### config.mk
export PLATFORM = sky130hd
export DESIGN_NAME = regfile_port_sched_flat
export DESIGN_NICKNAME = d
export VERILOG_FILES = /design/src/rtl/lc3_pkg.sv /design/src/rtl/regfile_port_sched_if.sv /design/src/rtl/regfile_port_sched_wb_streak_cnt.sv /design/src/rtl/regfile_port_sched.sv /design/src/flat_wrapper.sv
export SDC_FILE = /design/constraint.sdc
export NUM_CORES = 1
export LEC_CHECK = 0
export CAP_MARGIN = 40
export CORE_MARGIN = 2
export CORE_UTILIZATION = 40
export CTS_CLUSTER_DIAMETER = 150
export CTS_CLUSTER_SIZE = 10
export DETAILED_ROUTE_END_ITERATION = 6
export PLACE_DENSITY = 0.81
export SYNTH_ARGS = -nofsm -noshare
export SYNTH_HDL_FRONTEND = slang
export SYNTH_SLANG_ARGS = --single-unit
### constraint.sdc
create_clock -name clk -period 2.46 [get_ports clk]
set_input_delay 0.492 -clock clk [delete_from_list [all_inputs] [get_ports clk]]
set_output_delay 0.492 -clock clk [all_outputs]
set_load 0.05 [all_outputs]
### src/rtl/lc3_pkg.sv
// Shared LC-3 register-file constants and the port scheduler state type.
package lc3_pkg;

  localparam int REG_SEL_W = 3;
  localparam int WORD_W    = 16;

  typedef enum logic [1:0] {
    IDLE,
    RD1,
    RD2,
    RESP
  } rf_sched_state_t;

  // First state after an accepted request: skip read slots whose operand is unused.
  function automatic rf_sched_state_t first_read_state(input logic use_sr1, input logic use_sr2);
    if (use_sr1) return RD1;
    if (use_sr2) return RD2;
    return RESP;
  endfunction

endpackage

### src/rtl/regfile_port_sched_if.sv
// Operand request/response, writeback and regfile-port bundle for regfile_port_sched.
interface regfile_port_sched_if #(
  parameter int WIDTH = lc3_pkg::WORD_W,
  parameter int SEL_W = lc3_pkg::REG_SEL_W
);
  logic             req_valid;
  logic             req_ready;
  logic [SEL_W-1:0] req_sr1;
  logic [SEL_W-1:0] req_sr2;
  logic             req_use_sr1;
  logic             req_use_sr2;

  logic             rsp_valid;
  logic             rsp_ready;
  logic [WIDTH-1:0] rsp_sr1_val;
  logic [WIDTH-1:0] rsp_sr2_val;

  logic             wb_valid;
  logic             wb_ready;
  logic [SEL_W-1:0] wb_dr;
  logic [WIDTH-1:0] wb_data;

  logic             rf_write_en;
  logic [WIDTH-1:0] rf_in;
  logic [SEL_W-1:0] rf_sel;
  logic [WIDTH-1:0] rf_out;

  modport slave (
    input  req_valid, req_sr1, req_sr2, req_use_sr1, req_use_sr2,
    output req_ready,
    output rsp_valid, rsp_sr1_val, rsp_sr2_val,
    input  rsp_ready,
    input  wb_valid, wb_dr, wb_data,
    output wb_ready,
    output rf_write_en, rf_in, rf_sel,
    input  rf_out
  );

  modport master (
    output req_valid, req_sr1, req_sr2, req_use_sr1, req_use_sr2,
    input  req_ready,
    input  rsp_valid, rsp_sr1_val, rsp_sr2_val,
    output rsp_ready,
    output wb_valid, wb_dr, wb_data,
    input  wb_ready,
    input  rf_write_en, rf_in, rf_sel,
    output rf_out
  );

endinterface

### src/rtl/regfile_port_sched_wb_streak_cnt.sv
// Saturating count of back-to-back writeback grants that starved a waiting read.
// Registered count, combinational at-limit flag; clear wins over increment.
module wb_streak_cnt #(
  parameter int MAX = 4
) (
  input  logic clk,
  input  logic rst,
  input  logic clr_i,
  input  logic inc_i,
  output logic at_limit_o
);

  localparam int CW = $clog2(MAX + 1);

  logic [CW-1:0] cnt_q, cnt_d;

  always_comb begin
    cnt_d = cnt_q;
    if (clr_i) begin
      cnt_d = '0;
    end else if (inc_i && !at_limit_o) begin
      cnt_d = cnt_q + CW'(1);
    end
  end

  always_ff @(posedge clk) begin
    if (rst) begin
      cnt_q <= '0;
    end else begin
      cnt_q <= cnt_d;
    end
  end

  assign at_limit_o = (cnt_q == CW'(MAX));

endmodule

### src/rtl/regfile_port_sched.sv
// Arbitrates one shared regfile select between operand reads and writebacks.
// Response 1-3 cycles after accept (one per used operand); response held until rsp_ready.
module regfile_port_sched
  import lc3_pkg::*;
#(
  parameter int WIDTH         = WORD_W,
  parameter int SEL_W         = REG_SEL_W,
  parameter int MAX_WB_STREAK = 4
) (
  input logic                 clk,
  input logic                 rst,
  regfile_port_sched_if.slave bus
);

  rf_sched_state_t  state_q, state_d;
  logic [SEL_W-1:0] sr1_q, sr2_q;
  logic             use_sr2_q;
  logic [WIDTH-1:0] sr1_val_q, sr2_val_q;

  logic wb_grant;
  logic req_accept;
  logic streak_inc;
  logic streak_clr;
  logic at_limit;

  wb_streak_cnt #(
    .MAX(MAX_WB_STREAK)
  ) u_streak (
    .clk       (clk),
    .rst       (rst),
    .clr_i     (streak_clr),
    .inc_i     (streak_inc),
    .at_limit_o(at_limit)
  );

  always_comb begin
    state_d       = state_q;
    wb_grant      = 1'b0;
    req_accept    = 1'b0;
    streak_inc    = 1'b0;
    streak_clr    = 1'b0;
    bus.req_ready = 1'b0;
    bus.rsp_valid = 1'b0;
    bus.rf_sel    = '0;

    case (state_q)
      IDLE: begin
        // Writeback wins unless it has already starved a waiting read too long.
        wb_grant      = bus.wb_valid && !(bus.req_valid && at_limit);
        bus.req_ready = !wb_grant;
        req_accept    = bus.req_valid && !wb_grant;
        streak_inc    = wb_grant && bus.req_valid;
        streak_clr    = req_accept || !bus.req_valid;
        if (req_accept) begin
          state_d = first_read_state(bus.req_use_sr1, bus.req_use_sr2);
        end
      end
      RD1: begin
        bus.rf_sel = sr1_q;
        state_d    = first_read_state(1'b0, use_sr2_q);
      end
      RD2: begin
        bus.rf_sel = sr2_q;
        state_d    = RESP;
      end
      RESP: begin
        bus.rsp_valid = 1'b1;
        wb_grant      = bus.wb_valid;
        if (bus.rsp_ready) begin
          state_d = IDLE;
        end
      end
      default: state_d = IDLE;
    endcase

    if (wb_grant) begin
      bus.rf_sel = bus.wb_dr;
    end

    if (rst) begin
      state_d       = IDLE;
      wb_grant      = 1'b0;
      req_accept    = 1'b0;
      streak_inc    = 1'b0;
      bus.req_ready = 1'b0;
      bus.rsp_valid = 1'b0;
      bus.rf_sel    = '0;
    end
  end

  always_ff @(posedge clk) begin
    if (rst) begin
      state_q   <= IDLE;
      sr1_q     <= '0;
      sr2_q     <= '0;
      use_sr2_q <= 1'b0;
      sr1_val_q <= '0;
      sr2_val_q <= '0;
    end else begin
      state_q <= state_d;
      if (req_accept) begin
        sr1_q     <= bus.req_sr1;
        sr2_q     <= bus.req_sr2;
        use_sr2_q <= bus.req_use_sr2;
        sr1_val_q <= '0;
        sr2_val_q <= '0;
      end
      if (state_q == RD1) begin
        sr1_val_q <= bus.rf_out;
      end
      if (state_q == RD2) begin
        sr2_val_q <= bus.rf_out;
      end
    end
  end

  assign bus.wb_ready    = wb_grant;
  assign bus.rf_write_en = wb_grant;
  assign bus.rf_in       = bus.wb_data;
  assign bus.rsp_sr1_val = sr1_val_q;
  assign bus.rsp_sr2_val = sr2_val_q;

endmodule

### src/flat_wrapper.sv
// flat-port wrapper written by rule: the top's interface ports become plain ports
module regfile_port_sched_flat import lc3_pkg::*;
#(
  parameter int WIDTH         = WORD_W,
  parameter int SEL_W         = REG_SEL_W,
  parameter int MAX_WB_STREAK = 4
)
  (clk, rst, bus_req_valid, bus_req_sr1, bus_req_sr2, bus_req_use_sr1, bus_req_use_sr2, bus_req_ready, bus_rsp_valid, bus_rsp_sr1_val, bus_rsp_sr2_val, bus_rsp_ready, bus_wb_valid, bus_wb_dr, bus_wb_data, bus_wb_ready, bus_rf_write_en, bus_rf_in, bus_rf_sel, bus_rf_out);
  regfile_port_sched_if #(.WIDTH(WIDTH), .SEL_W(SEL_W)) bus_i ();
  input logic clk;
  input logic rst;
  input wire logic [$bits(bus_i.req_valid)-1:0] bus_req_valid;
  input wire logic [$bits(bus_i.req_sr1)-1:0] bus_req_sr1;
  input wire logic [$bits(bus_i.req_sr2)-1:0] bus_req_sr2;
  input wire logic [$bits(bus_i.req_use_sr1)-1:0] bus_req_use_sr1;
  input wire logic [$bits(bus_i.req_use_sr2)-1:0] bus_req_use_sr2;
  output wire logic [$bits(bus_i.req_ready)-1:0] bus_req_ready;
  output wire logic [$bits(bus_i.rsp_valid)-1:0] bus_rsp_valid;
  output wire logic [$bits(bus_i.rsp_sr1_val)-1:0] bus_rsp_sr1_val;
  output wire logic [$bits(bus_i.rsp_sr2_val)-1:0] bus_rsp_sr2_val;
  input wire logic [$bits(bus_i.rsp_ready)-1:0] bus_rsp_ready;
  input wire logic [$bits(bus_i.wb_valid)-1:0] bus_wb_valid;
  input wire logic [$bits(bus_i.wb_dr)-1:0] bus_wb_dr;
  input wire logic [$bits(bus_i.wb_data)-1:0] bus_wb_data;
  output wire logic [$bits(bus_i.wb_ready)-1:0] bus_wb_ready;
  output wire logic [$bits(bus_i.rf_write_en)-1:0] bus_rf_write_en;
  output wire logic [$bits(bus_i.rf_in)-1:0] bus_rf_in;
  output wire logic [$bits(bus_i.rf_sel)-1:0] bus_rf_sel;
  input wire logic [$bits(bus_i.rf_out)-1:0] bus_rf_out;
  assign bus_i.req_valid = bus_req_valid;
  assign bus_i.req_sr1 = bus_req_sr1;
  assign bus_i.req_sr2 = bus_req_sr2;
  assign bus_i.req_use_sr1 = bus_req_use_sr1;
  assign bus_i.req_use_sr2 = bus_req_use_sr2;
  assign bus_req_ready = bus_i.req_ready;
  assign bus_rsp_valid = bus_i.rsp_valid;
  assign bus_rsp_sr1_val = bus_i.rsp_sr1_val;
  assign bus_rsp_sr2_val = bus_i.rsp_sr2_val;
  assign bus_i.rsp_ready = bus_rsp_ready;
  assign bus_i.wb_valid = bus_wb_valid;
  assign bus_i.wb_dr = bus_wb_dr;
  assign bus_i.wb_data = bus_wb_data;
  assign bus_wb_ready = bus_i.wb_ready;
  assign bus_rf_write_en = bus_i.rf_write_en;
  assign bus_rf_in = bus_i.rf_in;
  assign bus_rf_sel = bus_i.rf_sel;
  assign bus_i.rf_out = bus_rf_out;
  regfile_port_sched #(.WIDTH(WIDTH), .SEL_W(SEL_W), .MAX_WB_STREAK(MAX_WB_STREAK)) u_core (.clk(clk), .rst(rst), .bus(bus_i));
endmodule
; ---- After elaboration in Yosys (flattened, before gate mapping)
; Index checks and enable logic that the tools add are counted.
[totals]
reg_bits = 44
word_cells = 64
input_bits = 48
output_inout_bits = 55
[op_classes]
eq_ne = 6
addsub = 1
reduce_logical = 15
n_mux = 35
[op_table]
columns = op, count
row1 = $mux 16, 3
row2 = $mux 1, 19
row3 = $mux 2, 8
row4 = $pmux 2 s4, 1
row5 = $mux 3, 2
row6 = $pmux 3 s2, 1
row7 = $logic_and 1x1->1, 5
row8 = $eq 2x2->1 const B, 2
row9 = $logic_not 1->1, 4
row10 = $reduce_bool 2->1, 2
row11 = $add 3x1->3 const B, 1
row12 = $eq 3x3->1 const B, 1
row13 = $eq 2x1->1 const B, 1
row14 = $logic_not 2->1, 1
row15 = $ne 2x1->1 const B, 1
row16 = $ne 2x2->1 const B, 1
row17 = $pmux 1 s2, 1
row18 = $reduce_and 2->1, 1
row19 = $reduce_or 2->1, 1
row20 = $logic_or 1x1->1, 1

; ---- Depth between registers and ports, before layout
[depth]
word_depth = 15
ltp_mapped = 10
mapped_depth_nobuf = 6

; ---- Modules after synthesis
; A second synthesis with hierarchy kept.
[unflattened]
hier_cells = 245
area_unflattened_um2 = 2125.8
[modules_own_cells]
columns = module, cells_each, area_each_um2, seq_area_each_um2, instances
row1 = regfile_port_sched, 227, 1938.1, 820.8, 1
row2 = wb_streak_cnt, 18, 187.7, 60.1, 1

; ---- Worst setup path after synthesis
; Ideal clock, no wire load.
[synth_timing]
path_kind = reg-to-output
startpoint = reg u_core.state_q[0]
endpoint = out bus_wb_ready
slack_ns = -0.877
arrival_time_ns = 2.845
stages_incl_launch_ff = 5
t_required_ns = 1.968
n_path_buf = 1
cell_sequence = dfxtp_1 inv_1 ha_1 nor4_1 buf_4
[synth_between]
elab_chain_len = 3
word_cells_on_any_way = 4
classes_between = 1 x eq/ne / 2 x mux / 1 x reduce/logical
[synth_lines]
columns = element, line_no
row1 = from (decl), regfile_port_sched.sv:15  ; rf_sched_state_t state_q, state_d;
row2 = from (signal assigned), regfile_port_sched.sv:100  ; state_q <= state_d;
row3 = $eq 2x2->1 / $logic_not 2->1 (equally long branches), regfile_port_sched.sv:46  ; case (state_q)
row4 = $pmux 1 s2 (*), regfile_port_sched.sv:46
row5 = $mux 1 (*), regfile_port_sched.sv:80  ; if (rst) begin
row6 = to (decl), flat_wrapper.sv:25  ; output wire logic [$bits(bus_i.wb_ready)-1:0] bus_wb_ready;
; Mark *: on every way between the ends. The rest lies on a longest branch, timed or not.

; ---- Final worst setup path
[layout_timing]
startpoint = reg u_core.u_streak.cnt_q[0]
endpoint = out bus_rf_sel[1]
[layout_between]
elab_chain_len = 7
[layout_lines]
columns = element, line_no
row1 = from (decl), regfile_port_sched_wb_streak_cnt.sv:15  ; logic [CW-1:0] cnt_q, cnt_d;
row2 = from (signal assigned), regfile_port_sched_wb_streak_cnt.sv:30  ; cnt_q <= cnt_d;
row3 = $eq 3x3->1, regfile_port_sched_wb_streak_cnt.sv:34  ; assign at_limit_o = (cnt_q == CW'(MAX));
row4 = $logic_and 1x1->1, regfile_port_sched.sv:49  ; wb_grant = bus.wb_valid && !(bus.req_valid && at_limit);
row5 = $logic_not 1->1, regfile_port_sched.sv:49
row6 = $logic_and 1x1->1, regfile_port_sched.sv:49
row7 = $pmux 1 s2, regfile_port_sched.sv:46
row8 = $mux 3, regfile_port_sched.sv:76  ; if (wb_grant) begin
row9 = $mux 3, regfile_port_sched.sv:80
row10 = to (decl), flat_wrapper.sv:28  ; output wire logic [$bits(bus_i.rf_sel)-1:0] bus_rf_sel;
; No other way between the ends.

==> qor.yml <==
sta:
  slew_viol_final: 0
  fmax_mhz: 427
  fin_crit_ns: 2.34
  max_slew_margin: 0.635
  finClkSkew_ns: 0.00784
  hold_violations: 0
  post-route-period-util: 0.953
  finalSetupViolations: 0
  holdWs_ns: 0.487
  rsz0062_at_grt: "false"
  setup_slack_ns: 0.116
  tns_ns: 0
  tightest_slew_ns: 0.545
cells_and_area:
  stdcell_area_mm2: 0.00289
  drive_above_1_share: 0.0922
  layout_commonest_cell: "clkdlybuf4s50_1"
  layout.cells.most_common_list: "62 x clkdlybuf4s50_1, 44 x dfxtp_1, 38 x a21oi_1"
  nFillCells: 479
  syn_to_final_growth_pct: 37.7
  fin_nets: 348
  n_antenna_cell: 0
  instances_no_fill: 363
critical_path:
  cp.required_ns: 1.97
  crit_chain: "inv_1 -> ha_1 -> and4b_1 -> nor2_2 -> nand3b_1 -> a21oi_2 -> buf_12"
  critPathKind: "flip-flop to primary output"
  crit_path_max_fanout: 4
  critPathLaunchType: "flip-flop"
  worst_path_max_delay_cell: "dfxtp_1"
  crit_family: "simple AND/OR/NAND/NOR gates"
  slowest_delay_ns: 0.37
  crit_arrival_ns: 1.85
  path_buf_inv: 2
  end_kind: "primary output"
placed_design:
  place_congestion: 0.786
  dpl.hpwl_um: 3550
  dp_slack_ns: 0.00868
  placedCellCount: 356
  io_buffers: 70
  placed_cell_area_mm2: 0.00277
clocking:
  ctsLongestPathBuffers: 2
  clkTransAtPathRegs_ns: 0.08
  clk_latency_ns: 0.29
  htree_levels: 2
  cts.sinks: 44
  hold_buffers: 0
  cts_tree: "yes"
  cts_setup_buffers: 0
  cts_made_buffers: 5
  ctsRootBufferMaster: "clkbuf_8"
synthesis:
  synth-seq-area-share: 0.420
  synth-seq-cells: 44
  syn_inst: 246
  netlist-cell-type-count: 25
  synthArstFlopShare: 0
  ys.flop_type: "dfxtp_1"
  synth_edf_count: 0
  avgSynthCellArea_um2: 8.52
  yosysWarnings: 0
  syn_area_mm2: 0.00210
  synth_fp_nets: 301
power:
  internal-power_uw: 1650
  clockPowerShare: 0.171
  power.leakage_uw: 0.00104
  combPwrFrac: 0.498
  ir_drop_v: 0.000471
  p_sw_frac: 0.416
  power_frac_seq: 0.332
  power_switching_uw: 1170
  p_per_area_mw_per_mm2: 977
routing:
  routed_wl_um: 5070
  vias: 1812
  viasPerCell: 4.99
  drt-wirelength-per-cell_um: 14.0
  drtAntennaViolNets: 0
  drc: 0
  dr.pass1.iters: 4
  drt_iter0_drc: 122
die:
  die_width_um: 76.4
  num_rows: 26
  core_area_mm2: 0.00507
  chipHeight_um: 76.4
  initial_core_util: 0.413
  io_pins: 103
  dieArea_mm2: 0.00584
global_route:
  grt_pass1_wl_um: 8410
  grt_max_degree: 40
  grt_antenna_before_repair: 0
  grt_usage: 0.177
  grt_pass1_vias: 1760
  grt-ovfl-total: 0
run:
  maxCapViolations: 0
outcome:
  status: "completed"
hold_path:
  hold_path_class: "flip-flop to flip-flop"
power by group through the flow:
| stage | combinational (uW) | clock [uW] | sequential [uW] |
|---|---|---|---|
| 6_report | 1400 | 482 | 936 |
| 5_1_grt | 1490 | 519 | 957 |
| 4_1_cts | 1390 | 493 | 938 |
| 3_5_place_dp | 1380 | 0 | 952 |
| 3_3_place_gp | 1350 | 0 | 948 |
| 2_1_floorplan | 577 | 0 | 1370 |
per-stage QoR:
| stage | power [uW] | utilization |
|---|---|---|
| CTS | 2820 | 0.567 |
| finish | 2820 | 0.569 |
| global placement | 2300 | 0.545 |
| detailed placement | 2330 | 0.545 |
| global route | 2960 | 0.569 |
| floorplan | 1950 | - |
synthesized netlist by cell type (2+ instances only):
master	n	area [um^2]
a21oi_1	41	205
a22o_1	3	26.3
buf_2	2	10.0
buf_4	18	135
buf_6	2	22.5
clkbuf_1	14	52.6
dfxtp_1	44	881
ha_1	7	87.6
inv_1	5	18.8
mux2i_1	8	80.1
nand2_1	36	135
nand2b_1	4	25.0
nand3_1	3	15.0
nand3b_1	37	278
nor2_1	10	37.5
nor2b_1	3	18.8
logic make-up after synthesis:
| logic type | after synthesis | synth area share |
|---|---|---|
| AO/OA/AOI/OAI | 49 | 0.128 |
| adder cells (fa/ha/maj) | 7 | 0.0418 |
| buffers and inverters | 41 | 0.114 |
| flip-flops | 44 | 0.420 |
| multiplexers | 8 | 0.0382 |
| AND/OR/NAND/NOR | 97 | 0.258 |
path summary, 6_finish.rpt:
kind	start	endpoint	slack, ns	cells after the start
worst max-delay path	u_core.u_streak.cnt_q[0]	bus_rf_sel[1]	0.12	7
worst min-delay path	u_core.bus.rsp_sr2_val[7]	u_core.bus.rsp_sr2_val[7]	0.49	2
worst max register to register	u_core.u_streak.cnt_q[0]	u_core.sr1_q[2]	0.58	7
worst min register to register	u_core.bus.rsp_sr2_val[7]	u_core.bus.rsp_sr2_val[7]	0.49	2
per-layer routing:
| metal | GRT usage | share of wire | up-vias |
|---|---|---|---|
| met2 | 0.302 | 0.49 | 45 |
| met3 | 0.0427 | 0.039 | 12 |
| li1 | - | - | 906 |
| met1 | 0.212 | 0.44 | 849 |
| met5 | 0 | 0 | - |
| met4 | 0.0764 | 0.025 | 0 |
tightest hold or removal path: stages (launching register included):
cell	delay, ns
dfxtp_1	0.31
nand3b_1	0.07
a21oi_1	0.06
sequential cells by signal (all words and copies together), names as in the netlist:
name,cells
u_core.sr1_q,3
u_core.bus.rsp_sr1_val,16
u_core.use_sr2_q,1
u_core.sr2_q,3
u_core.u_streak.cnt_q,3
u_core.bus.rsp_sr2_val,16
u_core.state_q,2
repair_timing:
item	4_1_cts	5_1_grt
endpoints found under the setup margin	3	3
pin swaps	0	1
gates resized for setup	4	3
area by class of cell:
| cell class | count | area, um^2 | share of cell area |
|---|---|---|---|
| clock buffers | 7 | 96.3 | 0.0334 |
| inverters | 5 | 18.8 | 0.00650 |
| multi-input cells | 161 | 1020 | 0.353 |
| flip-flops and latches | 44 | 881 | 0.305 |
| well taps | 70 | 87.6 | 0.0303 |
| repair buffers | 76 | 786 | 0.272 |
(Power assumes the default switching activity.)
==> RTL edit 1 (config.mk and constraints unchanged) <==
Make the reset (`rst`) asynchronous in 2 clocked blocks.
--- a/src/rtl/regfile_port_sched_wb_streak_cnt.sv
+++ b/src/rtl/regfile_port_sched_wb_streak_cnt.sv
@@ -23,7 +23,7 @@
     end
   end
 
-  always_ff @(posedge clk) begin
+  always_ff @(posedge clk or posedge rst) begin
     if (rst) begin
       cnt_q <= '0;
     end else begin
--- a/src/rtl/regfile_port_sched.sv
+++ b/src/rtl/regfile_port_sched.sv
@@ -88,7 +88,7 @@
     end
   end
 
-  always_ff @(posedge clk) begin
+  always_ff @(posedge clk or posedge rst) begin
     if (rst) begin
       state_q   <= IDLE;
       sr1_q     <= '0;
Check against the original RTL: differs if rst is asserted again (counterexample within 4 cycles, from zero or initial values and one cycle with rst high); with rst held inactive, the same outputs for 10 cycles.
==> RTL edit 1 against the unedited design <==
Routed wire length down 5.8%; sequential cell count unchanged; clock power down 13%; setup slack worse by 0.0035 ns; area after synthesis up 5.6%; total power up 36%; critical path depth down 1; die area up 5.3%; count of clock-buffer cells in the layout down 1; sequential power up 27%; sequential share of layout area up 5.4 points; design area up 6.3%; maximum frequency down 0.15%; critical endpoint is now bus_rf_sel[0]; largest cell class is now registers; largest power group unchanged; highest routed layer unchanged.
==> RTL edit 1: results (changes against the unedited design) <==
| Metric | Value |
|---|---|
| Run status | completed (unchanged) |
| Worst-Margin Slew | 0.571 ns (was 0.545 ns) |
| DR WL/cell | 13.3 um (was 14.0 um) |
| First-pass GRT wire length | 8.11 mm (was 8.41 mm) |
| Deepest clock path buffer count | 2 (unchanged) |
| H-tree depth | 2 (unchanged) |
| First DRT Iteration DRCs | 85 (was 122) |
| Async SR Flop Fraction | 1.00 (was 0) |
| Placed cell areas | 2960 um2 (was 2770 um2) |
| Synth unique cells | 29 (was 25) |
| # diodes | 0 (unchanged) |
| Initial antenna violation count | 0 (unchanged) |
| Post-synthesis mux area share | 0.0520 (was 0.0382) |
| Top cells by area, synth | dfrtp_1 (50%), nand2_1 (12%), o21ai_1 (7.2%) (was dfxtp_1 (42%), nand3b_1 (13%), a21oi_1 (9.8%)) |
| Mapped Nets | 289 (was 301) |
| Hold WC Path Type | reg2reg (unchanged) |
| Top cells by count, synth | nand2_1 (70), dfrtp_1 (44), o21ai_1 (32), buf_4 (17), clkbuf_1 (8) (was dfxtp_1 (44), a21oi_1 (41), nand3b_1 (37), nand2_1 (36), buf_4 (18)) |
| Port buffer count | 70 (unchanged) |
| Setup repair bufs after CTS | 0 (unchanged) |
| Vias per cell | 4.72 (was 4.99) |
| Latest clock arrival within the worst-skew pair | 0.29 ns (about the same) |
| Leak Pwr | 1.34 nW (was 1.04 nW) |
| Max stage delay cell, worst path | dfrtp_1 (was dfxtp_1) |
| Largest net degree at the start of global routing | 34 (was 40) |
| Layout cells sized above 1 | 0.146 (was 0.0922) |
| Vias in the first global route | 1749 (was 1760) |
| Clock Pin Slew Worst Setup and Hold Paths | 0.08 ns (about the same) |
| GRT Overall Usage | 0.168 (was 0.177) |
| Part of the Yosys area used for sequential elements | 0.497 (was 0.420) |
| GP Congestion | 0.760 (was 0.786) |
| Final net count | 343 (was 348) |
| Post-synthesis compound-gate area fraction | 0.125 (was 0.128) |
| Pre-antenna DRT Iters | 4 (unchanged) |
| Worst Clk Skew | 0.00267 ns (was 0.00784 ns) |
| Root buffer cell | clkbuf_8 (unchanged) |
| Largest family of logic cells by synthesized area | simple AND/OR/NAND/NOR gates (unchanged) |
| Max incr delay on CP | 0.42 ns (was 0.37 ns) |
| Synth Area in Adders | 0.0395 (was 0.0418) |
| XOR/XNOR share of the synthesized area | 0.00395 (was 0) |
| Detailed Place HPWL | 3.60 mm (was 3.55 mm) |
| Yosys warning count | 0 (unchanged) |
| Num CTS Buffers | 5 (unchanged) |
| Place WS | 0.0362 ns (was 0.00868 ns) |
| Max VDD drop | 0.000774 V (was 0.000471 V) |
==> RTL edit 1: cell count changes after synthesis, sizes merged, moves of 7 or more <==
cell    unedited run  this run
dfrtp              0        44
dfxtp             44         0
a21oi             41         7
nand2             36        70
nand3b            37         5
o21ai              1        33
mux2               0         7
mux2i              8         1
==> RTL edit 1: logic make-up (layout without fill, tap and decap cells) <==
logic type | after synthesis | in the layout
compound gates | 48 | 48
xor+xnor | 1 | 1
fa+ha+maj | 7 | 7
buf+inv | 36 | 90
flops | 44 | 44
mux | 8 | 8
simple gates | 90 | 90
==> RTL edit 1: through the flow <==
| stage | cells | power (mW) | hold WS [ns] |
|---|---|---|---|
| finish | 360 | 3.85 | 0.517 |
| global route | 360 | 4.07 | 0.542 |
| CTS | 360 | 3.87 | 0.521 |
| detailed placement | 353 | 3.43 | 0.494 |
| global placement | 353 | 3.37 | 0.499 |
| floorplan | 234 | 2.75 | 0.482 |
==> RTL edit 1: path summary, 6_finish.rpt <==
check,slack (ns),start,endpoint,depth (start not counted)
setup / recovery,0.11,u_core.state_q[0],bus_rf_sel[0],6
hold / removal,0.52,u_core.bus.rsp_sr1_val[10],u_core.bus.rsp_sr1_val[10],2
setup reg to reg,0.48,u_core.state_q[1],u_core.bus.rsp_sr2_val[4],7
hold reg to reg,0.52,u_core.bus.rsp_sr1_val[10],u_core.bus.rsp_sr1_val[10],2
max in group asynchronous,0.95,rst,u_core.bus.rsp_sr1_val[0],4
min in group asynchronous,1.01,rst,u_core.sr2_q[1],3
==> RTL edit 1: area by class of cell <==
cell class / instances / area, um2
clock inverter: 1 / 5.00
timing repair buffer: 77 / 836
inverter: 6 / 22.5
sequential: 44 / 1100
clock buffer: 6 / 72.6
tap: 72 / 90.1
fill: 478 / 2370
multi-input combinational: 154 / 942
==> RTL edit 1: what timing repair did <==
| item | CTS | global route |
|---|---|---|
| setup endpoints to repair | 3 | 5 |
| pin swaps | 1 | 2 |
| gates resized for setup | 4 | 7 |
| cloned | 0 | 0 |
==> RTL edit 1: where the power goes <==
part / total (mW) / internal [mW] / switching (mW)
registers: 1.19 / 1.02 / 0.173
clock network: 0.420 / 0.193 / 0.226
logic: 2.24 / 0.845 / 1.39
total: 3.85 / 2.05 / 1.79
==> RTL edit 1: worst max-delay path: cells and delay by family, from the launching register on <==
kind                       cells  cell delay, ns
adders and majority gates      1            0.25
and+or+nand+nor                3            0.53
DFF                            1            0.42
AOI/OAI and AO/OA              1            0.20
buffers and inverters          1            0.16
==> RTL edit 1: per-layer routing <==
layer  global-route usage  up-vias  wire length, um
met5                    0        -                0
met3               0.0379        8              222
met4               0.0632        0               73
met1                0.207      788             2120
met2                0.289       44             2360
li1                     -      860                -
==> RTL edit 2 (config.mk and constraints unchanged) <==
Without the edit above. Change the package constant `REG_SEL_W` from 3 to 4.
--- a/src/rtl/lc3_pkg.sv
+++ b/src/rtl/lc3_pkg.sv
@@ -1,7 +1,7 @@
 // Shared LC-3 register-file constants and the port scheduler state type.
 package lc3_pkg;
 
-  localparam int REG_SEL_W = 3;
+  localparam int REG_SEL_W = 4;
   localparam int WORD_W    = 16;
 
   typedef enum logic [1:0] {
Interface: changed (resized bus_req_sr1, bus_req_sr2, bus_rf_sel and bus_wb_dr); port bits go from 103 to 107. No check against the original RTL was run, so the function may have changed too.
==> RTL edit 2 against the unedited design <==
Design area up 8.4%; area after synthesis up 6.6%; global-route usage down 0.97 points; core utilization up 0.65 points; setup slack about the same; hold slack worse by 0.020 ns; total power up 22%; routed wire length up 2.6%; sequential cell count up 2; non-clock buffer count up 9; die area up 6.3%; via count up 10%; highest routed layer unchanged.
==> RTL edit 2: results (changes against the unedited design) <==
| Metric | Value |
|---|---|
| Mapped Nets | 328 (was 301) |
| Num CTS Buffers | 5 (unchanged) |
| GP Congestion | 0.782 (was 0.786) |
| # diodes | 0 (unchanged) |
| Dpl cells | 389 (was 356) |
| Final net count | 382 (was 348) |
| Synth unique cells | 27 (was 25) |
| Leak Pwr | 1.08 nW (was 1.04 nW) |
| Worst Clk Skew | 0.00863 ns (was 0.00784 ns) |
| H-tree depth | 2 (unchanged) |
| Initial antenna violation count | 0 (unchanged) |
| Min-Delay Startpoint | u_core.sr2_q[2] (was u_core.bus.rsp_sr2_val[7]) |
| Final non-filler cell total | 397 (was 363) |
| R2r startpoint | u_core.state_q[1] (was u_core.u_streak.cnt_q[0]) |
| Via count | 1998 (was 1812) |
| Filler cells | 492 (was 479) |
| Top cells by area, synth | dfxtp_1 (41%), nand3b_1 (12%), a21oi_1 (11%) (was dfxtp_1 (42%), nand3b_1 (13%), a21oi_1 (9.8%)) |
| Part of the Yosys area used for sequential elements | 0.412 (was 0.420) |
| First-pass GRT wire length | 8.56 mm (was 8.41 mm) |
| Crit path from | bus_wb_valid (was u_core.u_streak.cnt_q[0]) |
| Worst-Margin Slew | 0.530 ns (was 0.545 ns) |
| Deepest clock path buffer count | 2 (unchanged) |
| Hold EP | u_core.sr2_q[2] (was u_core.bus.rsp_sr2_val[7]) |
| Top cells by count, synth | nand2_1 (57), a21oi_1 (49), dfxtp_1 (46), nand3b_1 (37), buf_4 (17) (was dfxtp_1 (44), a21oi_1 (41), nand3b_1 (37), nand2_1 (36), buf_4 (18)) |
| GRT Overall Usage | 0.167 (was 0.177) |
| Number of max-cap violations | 0 (unchanged) |
| Pre-antenna DRT Iters | 4 (unchanged) |
| First DRT Iteration DRCs | 79 (was 122) |
| Port buffer count | 74 (was 70) |
| Reg2reg end | u_core.state_q[0] (was u_core.sr1_q[2]) |
| GR Util met1 | 0.212 (about the same) |
| M3 GR Usage | 0.0273 (was 0.0427) |
| Vias in the first global route | 1899 (was 1760) |
| Synth Instances | 270 (was 246) |
| Largest net degree at the start of global routing | 42 (was 40) |
| Layout cells sized above 1 | 0.114 (was 0.0922) |
| Detailed-route wire length | 5.20 mm (was 5.07 mm) |
| Reg2reg path depth | 6 (was 7) |
| Met2 GRT Util | 0.295 (was 0.302) |
| Ys flop type | dfxtp_1 (unchanged) |
| Run status | completed (unchanged) |
| Detailed Place HPWL | 3.65 mm (was 3.55 mm) |
| Place WS | 0.0325 ns (was 0.00868 ns) |
| Async SR Flop Fraction | 0 (unchanged) |
| Hold WC Path Type | reg2reg (unchanged) |
| Hold depth | 2 (unchanged) |
| Reg-to-reg slack, setup | 0.83 ns (was 0.58 ns) |
| Max VDD drop | 0.000519 V (was 0.000471 V) |
| Latest clock arrival within the worst-skew pair | 0.29 ns (about the same) |
| WHS | 0.467 ns (was 0.487 ns) |
-- RTL edit 2: cell types whose count changed in the layout (fill, tap and decap cells not counted), moves of 3 or more --
cell / delta
a21oi_1: +7
buf_4: +4
clkdlybuf4s50_1: +3
mux2i_1: -7
nand2_1: +21
nor2_1: -4
-- RTL edit 2: cell type report --
cell class	count	area, um2	share of cell area
Sequential cell	46	922	0.295
Multi-Input combinational cell	181	1110	0.354
Inverter	5	18.8	0.00600
Clock inverter	1	30.0	0.00959
Timing Repair Buffer	85	886	0.283
Clock buffer	7	76.3	0.0244
Tap cell	72	90.1	0.0288
-- RTL edit 2: metal layers --
| layer | wire, um | part of all wire |
|---|---|---|
| met4 | 15 | 0.0029 |
| met5 | 0 | 0 |
| met2 | 2660 | 0.51 |
| met3 | 279 | 0.054 |
| met1 | 2240 | 0.43 |
-- RTL edit 2: critical path, stage by stage --
cell	delay, ns
clkdlybuf4s50_1	0.48
o21ai_1	0.12
nor2_1	0.15
buf_4	0.15
nand3b_1	0.10
a21oi_2	0.21
buf_12	0.16
-- RTL edit 2: cells by family after synthesis --
| group | after synthesis | share of synthesized area |
|---|---|---|
| and+or+nand+nor | 112 | 0.266 |
| adders and majority gates | 7 | 0.0392 |
| muxes | 1 | 0.00448 |
| buffers and inverters | 43 | 0.119 |
| AOI/OAI and AO/OA | 60 | 0.156 |
| DFF | 46 | 0.412 |
| xor gates and xnor gates | 1 | 0.00392 |
-- RTL edit 2: power by group --
part	leakage (nW)	internal, mW	switching (mW)	total (mW)
Clock	0.0524	0.304	0.238	0.543
Combinational	0.655	0.783	1.12	1.90
Sequential	0.374	0.898	0.0873	0.986
-- RTL edit 2: worst max path at each step --
stage	to	slack (ns)
5_1_grt	bus_rf_sel[2]	-0.0004
6_report	bus_rf_sel[2]	0.12
3_3_place_gp	bus_rf_sel[2]	0.05
4_1_cts	bus_rf_sel[3]	0.008
2_1_floorplan	bus_wb_ready	0.03
3_5_place_dp	bus_rf_sel[2]	0.03
-- RTL edit 2: timing repair --
action	CTS	global route
gates cloned	0	0
pin swaps	0	2
resized for setup	3	8
setup endpoints to repair	4	6
buffers inserted	0	0
-- RTL edit 2: per-stage QoR --
step,TNS (ns),cell area [um2],power [mW]
5_1_grt,-0.000371,3130,3.64
6_report,0,3130,3.43
4_1_cts,0,3090,3.40
3_5_place_dp,0,2980,2.85
3_3_place_gp,0,2980,2.82
2_1_floorplan,0,2250,2.33
